**src/rtl/smult_acc.sv**
```systemverilog
// Accumulates signed multiplier products into groups and emits a rounded,
// saturated N-bit fixed-point result through a valid/ready output register.
module smult_acc #(
    parameter int unsigned N     = 8,
    parameter int unsigned ACC_W = 2*N+4,
    parameter int unsigned FRAC  = N-1
) (
    input  logic           clk,
    input  logic           n_reset,
    input  logic           in_valid,
    input  logic [2*N-1:0] product,
    input  logic           clear,
    input  logic           last,
    output logic           in_ready,
    output logic           out_valid,
    input  logic           out_ready,
    output logic [N-1:0]   out_data,
    output logic           out_sat,
    output logic [7:0]     out_count
);

    localparam int unsigned PW = 2*N;
    localparam int unsigned SW = ACC_W+1;
    localparam int unsigned HW = SW-N+1;

    localparam logic [ACC_W-1:0] ACC_MAX  = {1'b0, {(ACC_W-1){1'b1}}};
    localparam logic [ACC_W-1:0] ACC_MIN  = {1'b1, {(ACC_W-1){1'b0}}};
    localparam logic [N-1:0]     OUT_MAX  = {1'b0, {(N-1){1'b1}}};
    localparam logic [N-1:0]     OUT_MIN  = {1'b1, {(N-1){1'b0}}};
    localparam logic [SW-1:0]    RND_HALF = {{(SW-1){1'b0}}, 1'b1} << (FRAC-1);

    logic signed [ACC_W-1:0] acc;
    logic                    sat;
    logic [7:0]              cnt;

    logic                    accept;
    logic signed [SW-1:0]    sum_w;
    logic                    sum_ovf;
    logic signed [ACC_W-1:0] sum_cl;
    logic signed [SW-1:0]    rnd_w;
    logic signed [SW-1:0]    shf_w;
    logic [HW-1:0]           hi;
    logic                    res_clip;
    logic [N-1:0]            res;
    logic                    sat_nxt;
    logic [7:0]              cnt_base;
    logic [7:0]              cnt_nxt;

    assign in_ready = !out_valid || out_ready;
    assign accept   = in_valid && in_ready;

    // Accumulate one guard bit wide, then clamp back into the ACC_W range.
    always_comb begin
        sum_w    = '0;
        sum_ovf  = 1'b0;
        sum_cl   = '0;
        rnd_w    = '0;
        shf_w    = '0;
        hi       = '0;
        res_clip = 1'b0;
        res      = '0;
        sat_nxt  = 1'b0;
        cnt_base = '0;
        cnt_nxt  = '0;

        sum_w   = (clear ? {SW{1'b0}} : {acc[ACC_W-1], acc})
                + {{(SW-PW){product[PW-1]}}, product};
        sum_ovf = sum_w[SW-1] ^ sum_w[SW-2];
        if (!sum_ovf)
            sum_cl = sum_w[ACC_W-1:0];
        else
            sum_cl = sum_w[SW-1] ? ACC_MIN : ACC_MAX;
        sat_nxt = (!clear && sat) || sum_ovf;

        // Round half toward +inf, then drop the fractional bits.
        rnd_w    = {sum_cl[ACC_W-1], sum_cl} + RND_HALF;
        shf_w    = rnd_w >>> FRAC;
        hi       = shf_w[SW-1:N-1];
        res_clip = !((&hi) || !(|hi));
        if (res_clip)
            res = shf_w[SW-1] ? OUT_MIN : OUT_MAX;
        else
            res = shf_w[N-1:0];

        cnt_base = clear ? 8'd0 : cnt;
        cnt_nxt  = (cnt_base == 8'hFF) ? cnt_base : cnt_base + 8'd1;
    end

    always_ff @(posedge clk or negedge n_reset) begin
        if (!n_reset) begin
            acc       <= '0;
            sat       <= 1'b0;
            cnt       <= '0;
            out_valid <= 1'b0;
            out_data  <= '0;
            out_sat   <= 1'b0;
            out_count <= '0;
        end else begin
            if (out_valid && out_ready)
                out_valid <= 1'b0;
            if (accept) begin
                if (last) begin
                    out_valid <= 1'b1;
                    out_data  <= res;
                    out_sat   <= sat_nxt || res_clip;
                    out_count <= cnt_nxt;
                    acc       <= '0;
                    sat       <= 1'b0;
                    cnt       <= '0;
                end else begin
                    acc       <= sum_cl;
                    sat       <= sat_nxt;
                    cnt       <= cnt_nxt;
                end
            end
        end
    end

endmodule

```
**config.mk**
```make
export PLATFORM = sky130hd
export DESIGN_NAME = smult_acc
export DESIGN_NICKNAME = d
export VERILOG_FILES = /design/src/rtl/smult_acc.sv
export SDC_FILE = /design/constraint.sdc
export NUM_CORES = 1
export LEC_CHECK = 0
export CAP_MARGIN = 40
export CELL_PAD_IN_SITES_DETAIL_PLACEMENT = 1
export CELL_PAD_IN_SITES_GLOBAL_PLACEMENT = 1
export CORE_MARGIN = 3
export CORE_UTILIZATION = 45
export CTS_BUF_LIST = sky130_fd_sc_hd__clkbuf_8
export DETAILED_ROUTE_END_ITERATION = 10
export GPL_ROUTABILITY_DRIVEN = 0
export GPL_TIMING_DRIVEN = 0
export HOLD_SLACK_MARGIN = 0.12
export PLACE_DENSITY = 0.81
export SYNTH_ARGS = -nofsm -noshare
export SYNTH_HDL_FRONTEND = slang
export SYNTH_SLANG_ARGS = --single-unit
```
**constraint.sdc**
```tcl
create_clock -name clk -period 5.27 [get_ports clk]
set_input_delay 1.054 -clock clk [delete_from_list [all_inputs] [get_ports clk]]
set_output_delay 1.054 -clock clk [all_outputs]
set_load 0.01 [all_outputs]
```
Word-level counts from Yosys, hierarchy flattened:

Cells that the tools add are included.

* input bits: 22
* bits in registers: 47
* output and inout bits: 19
* logic and storage cells: 39

* equal/unequal tests: 1
* mux-type cells: 13
* bitwise operators: 1
* add/sub/neg operators: 3
* reduce and logical (&&, ||, !) cells: 14

Operator list (count)
* $mux 20: 3
* $mux 8: 5
* $add 20x8->21 const B: 1
* $add 21x21->21: 1
* $mux 21: 1
* $add 8x1->8 const B: 1
* $eq 8x8->1 const B: 1
* $reduce_and 7->1: 1
* $reduce_or 7->1: 1
* $logic_not 1->1: 4
* $logic_or 1x1->1: 4
* $mux 1: 4
* $logic_and 1x1->1: 3
* $reduce_and 2->1: 1
* $xor 1x1->1: 1

Depth between registers and ports, before layout:

* word-level depth: 10
* depth in mapped cells: 18
* gate-level depth less buffers: 16

Least setup slack after synthesis:

Ideal clock, no wire load.

* path type: input-to-reg
* from: input clear
* to: register out_sat
* library setup time: 0.121 ns
* slack: 0.019 ns
* cell stages on the path: 17
* arrival: 5.130 ns
* data required time: 5.149 ns
* path buffers: 3
* path through: clkbuf_1 clkbuf_1 nor2b_1 ha_1 fa_1 a211oi_2 o211ai_2 a41o_1 a22o_1 maj3_1 ha_1 clkbuf_1 nand4_1 o2111ai_1 or3_1 o22a_2 o22a_1

* cells in the longest elaborated chain, start to end: 10
* elaborated cells between the ends (all ways): 15
* classes of those cells: 2 x add/sub; 3 x mux; 1 x bitwise; 9 x reduce/logical

Ends and longest elaborated chain
* start: declaration: line 12 `input logic clear,`
* $mux 21: line 66 `sum_w = (clear ? {SW{1'b0}} : {acc[ACC_W-1], acc})`
* $add 21x21->21: line 67 `+ {{(SW-PW){product[PW-1]}}, product};`
* $mux 20 / $xor 1x1->1 (equally long branches): line 72, 68
* $mux 20: line 69 `if (!sum_ovf)`
* $add 20x8->21: line 76 `rnd_w = {sum_cl[ACC_W-1], sum_cl} + RND_HALF;`
* $reduce_or 7->1: line 79 `res_clip = !((&hi) || !(|hi));`
* $logic_not 1->1: line 79
* $logic_or 1x1->1: line 79
* $logic_not 1->1: line 79
* $logic_or 1x1->1 (*): line 105 `out_sat <= sat_nxt || res_clip;`
* end signal: assignment: line 105
* end: declaration: line 18 `output logic out_sat,`

Every way passes the cells marked *; elsewhere a longest branch is shown, timed or not.
A chain may end at the register's enable or synchronous reset.

Worst setup path in the final report:

Ends and elaborated chain as after synthesis.

==> impl_metrics.env <==
export IMPL_total_power_mw=1.50
export IMPL_endpoint_kind="register"
export IMPL_first_iter_violations=117
export IMPL_clk_pin_slew_ps=90
export IMPL_rows=33
export IMPL_clockBufferDepth=2
export IMPL_synth_ff_type="dfrtp_1"
export IMPL_slew_violations=0
export IMPL_cts_sinks=47
export IMPL_post_dp_cell_area_mm2=0.00454
export IMPL_hold_path_class="register to register"
export IMPL_nets=575
export IMPL_gr_total_overflow=0
export IMPL_core_region_area_mm2=0.00842
export IMPL_finalHoldViolCount=0
export IMPL_cp_start_kind="primary input"
export IMPL_fin_crit_ps=5080
export IMPL_avgSynthCellArea_um2=8.43
export IMPL_cts_tree="yes"
export IMPL_power_leakage_nw=2.07
export IMPL_yosys_area_top_type_share_pct=29.4
export IMPL_fin_skew_ps=4.08
export IMPL_synth_top_cell_by_area="dfrtp_1"
export IMPL_ys_seq_elements=47
export IMPL_cts_root_buf="clkbuf_8"
export IMPL_slew_headroom_pct=36.6
export IMPL_syn_inst=474
export IMPL_htreeDepth=2
export IMPL_ys_warn_count=0
export IMPL_hpwl_mm=9.40
export IMPL_syn_area_mm2=0.00399
export IMPL_worst_pin_slew_ps=941
export IMPL_fmax_ghz=0.197
export IMPL_critPathSlowestCell="nor4b_4"
export IMPL_ir_drop_uv=134
export IMPL_cts_hold_buf=0
export IMPL_async_reset_ff_share_pct=100
export IMPL_vias=3876
export IMPL_design_area_mm2=0.00475
export IMPL_io_pins=41
export IMPL_worstSetupPathType="primary input to register"
export IMPL_die_y_um=100
export IMPL_max_stage_delay_ps=500
export IMPL_area_growth_pct=18.8
export IMPL_antenna_found_initial=0
export IMPL_synth_nets=519
export IMPL_grt_pass1_wl_mm=19.5
export IMPL_drv_cap=0
export IMPL_synth_edf_count=0
export IMPL_synth_cell_type_count=75
export IMPL_required_ps=5470
export IMPL_grt_max_degree=26
export IMPL_dieArea_mm2=0.0100
export IMPL_drt_total_wl_mm=12.0
export IMPL_synth_area_leaders="dfrtp_1 29%, ha_1 6.9%, nand2_1 5.8%"
export IMPL_groute_usage_overall_pct=24.0
export IMPL_yosysSeqAreaShare_pct=29.4
export IMPL_period_share_pct=96.5
export IMPL_n_fill_cell=1024
export IMPL_drc=0
export IMPL_arrival_ps=5290
export IMPL_first_global_vias=3896
export IMPL_yosysMostFrequentCell="nand2_1"
export IMPL_die_w_um=100
export IMPL_cp_cell_sequence="clkbuf_4 > clkbuf_8 > nor2b_1 > ha_1 > fa_2 > a211oi_4 > o21ai_0 > xnor2_1 > o2bb2a_1 > o21ai_0 > nor4b_4 > mux2i_1 > o211ai_1 > nand4_1 > o22a_2 > o22a_1"
export IMPL_crit_fanout=13
export IMPL_setup_viol=0
export IMPL_synth_common_cells="62 x nand2_1, 47 x dfrtp_1, 42 x o21ai_0, 35 x nor2_1"
export IMPL_first_pass_iters=4
export IMPL_status="finished clean"
export IMPL_via_per_inst=6.10
export IMPL_cts_made_buffers=5
export IMPL_num_antenna_cells=0
export IMPL_drive_gt1_share_pct=12.1
export IMPL_cellPowerDensity_mw_per_mm2=316
export IMPL_ant_nets=0
export IMPL_drt_wirelength_per_cell_um=18.9
export IMPL_clkLatencyLatePin_ps=310
export IMPL_start_util_pct=47.4
export IMPL_critPathMostFrequentCell="o21ai_0"
export IMPL_portBuffers=40
worst max-delay path, delay by kind of cell:
family	cells	cell delay (ps)
AO/OA/AOI/OAI	7	1880
XOR/XNOR	1	450
AND/OR/NAND/NOR	3	710
adder cells (fa/ha/maj)	2	620
multiplexers	1	140
buffers and inverters	2	410
layout by cell type (no fill, tap or decap), types with 7 or more instances in the layout:
| cell type | instances |
|---|---|
| xnor2_1 | 12 |
| nor2_1 | 35 |
| a21o_1 | 12 |
| o22ai_1 | 7 |
| nand2b_1 | 7 |
| o21ai_0 | 42 |
| and3_1 | 10 |
| nand2_1 | 62 |
| and2_1 | 10 |
| clkbuf_1 | 7 |
| clkdlybuf4s50_1 | 38 |
| clkbuf_8 | 7 |
| nand4_1 | 10 |
| buf_2 | 12 |
| buf_4 | 9 |
| a21oi_1 | 28 |
| dfrtp_1 | 47 |
| nor2b_1 | 27 |
| ha_1 | 21 |
through the flow:
stage	util [%]	instances	hold slack, ps	TNS (ps)	setup slack (ps)
after detailed placement	53.9	620	465	-16470	-1450
after CTS	55.2	626	484	0	63.7
after global routing	56.3	635	516	-32.2	-10.2
final	56.3	635	479	0	187
after floorplan	-	474	442	0	18.5
after global placement	53.7	619	454	-14030	-1370
flip-flops by register name, summed over array words and instances, names as in the netlist:
signal	cells
out_count	8
acc	20
out_data	8
out_sat	1
cnt	8
out_valid	1
sat	1
where the power goes:
group          switching (mW)  internal (mW)
Sequential             0.0336          0.425
Combinational           0.470          0.348
Clock                   0.123          0.103
repair_timing:
action	4_1_cts	5_1_grt
pin swaps	0	4
resized for setup	14	10
endpoints found under the setup margin	19	8
buffers inserted	0	9
logic make-up after synthesis:
group | share of synthesized area (%)
compound gates | 27.2
xor+xnor | 4.64
fa+ha+maj | 8.15
buf+inv | 2.94
flops | 29.4
mux | 1.82
simple gates | 25.8
per-layer routing:
metal | track usage [%] | vias up | wire length, um
li1 | - | 1858 | -
met1 | 31.7 | 1933 | 5220
met2 | 41.6 | 67 | 6190
met3 | 3.34 | 18 | 348
met4 | 5.80 | 0 | 224
met5 | 0 | - | 0
final cells by class:
class / count / area [um2] / area share (%)
Inverter: 6 / 22.5 / 0.475
Clock inverter: 1 / 5.00 / 0.105
Clock buffer: 6 / 82.6 / 1.74
Buffer: 21 / 106 / 2.24
Timing Repair Buffer: 50 / 480 / 10.1
Sequential cell: 47 / 1180 / 24.8
Tap cell: 105 / 131 / 2.77
Multi-Input combinational cell: 399 / 2740 / 57.8
path summary, 6_finish.rpt:
kind | from | end | slack, ps | cells past startpoint
setup / recovery | clear | out_sat | 190 | 16
hold / removal | out_count[4] | out_count[4] | 480 | 2
setup reg to reg | acc[0] | out_sat | 900 | 14
hold reg to reg | out_count[4] | out_count[4] | 480 | 2
max in group asynchronous | n_reset | acc[12] | 4010 | 2
min in group asynchronous | n_reset | out_data[6] | 720 | 1
Note: power is estimated with default switching activity, not from simulation.
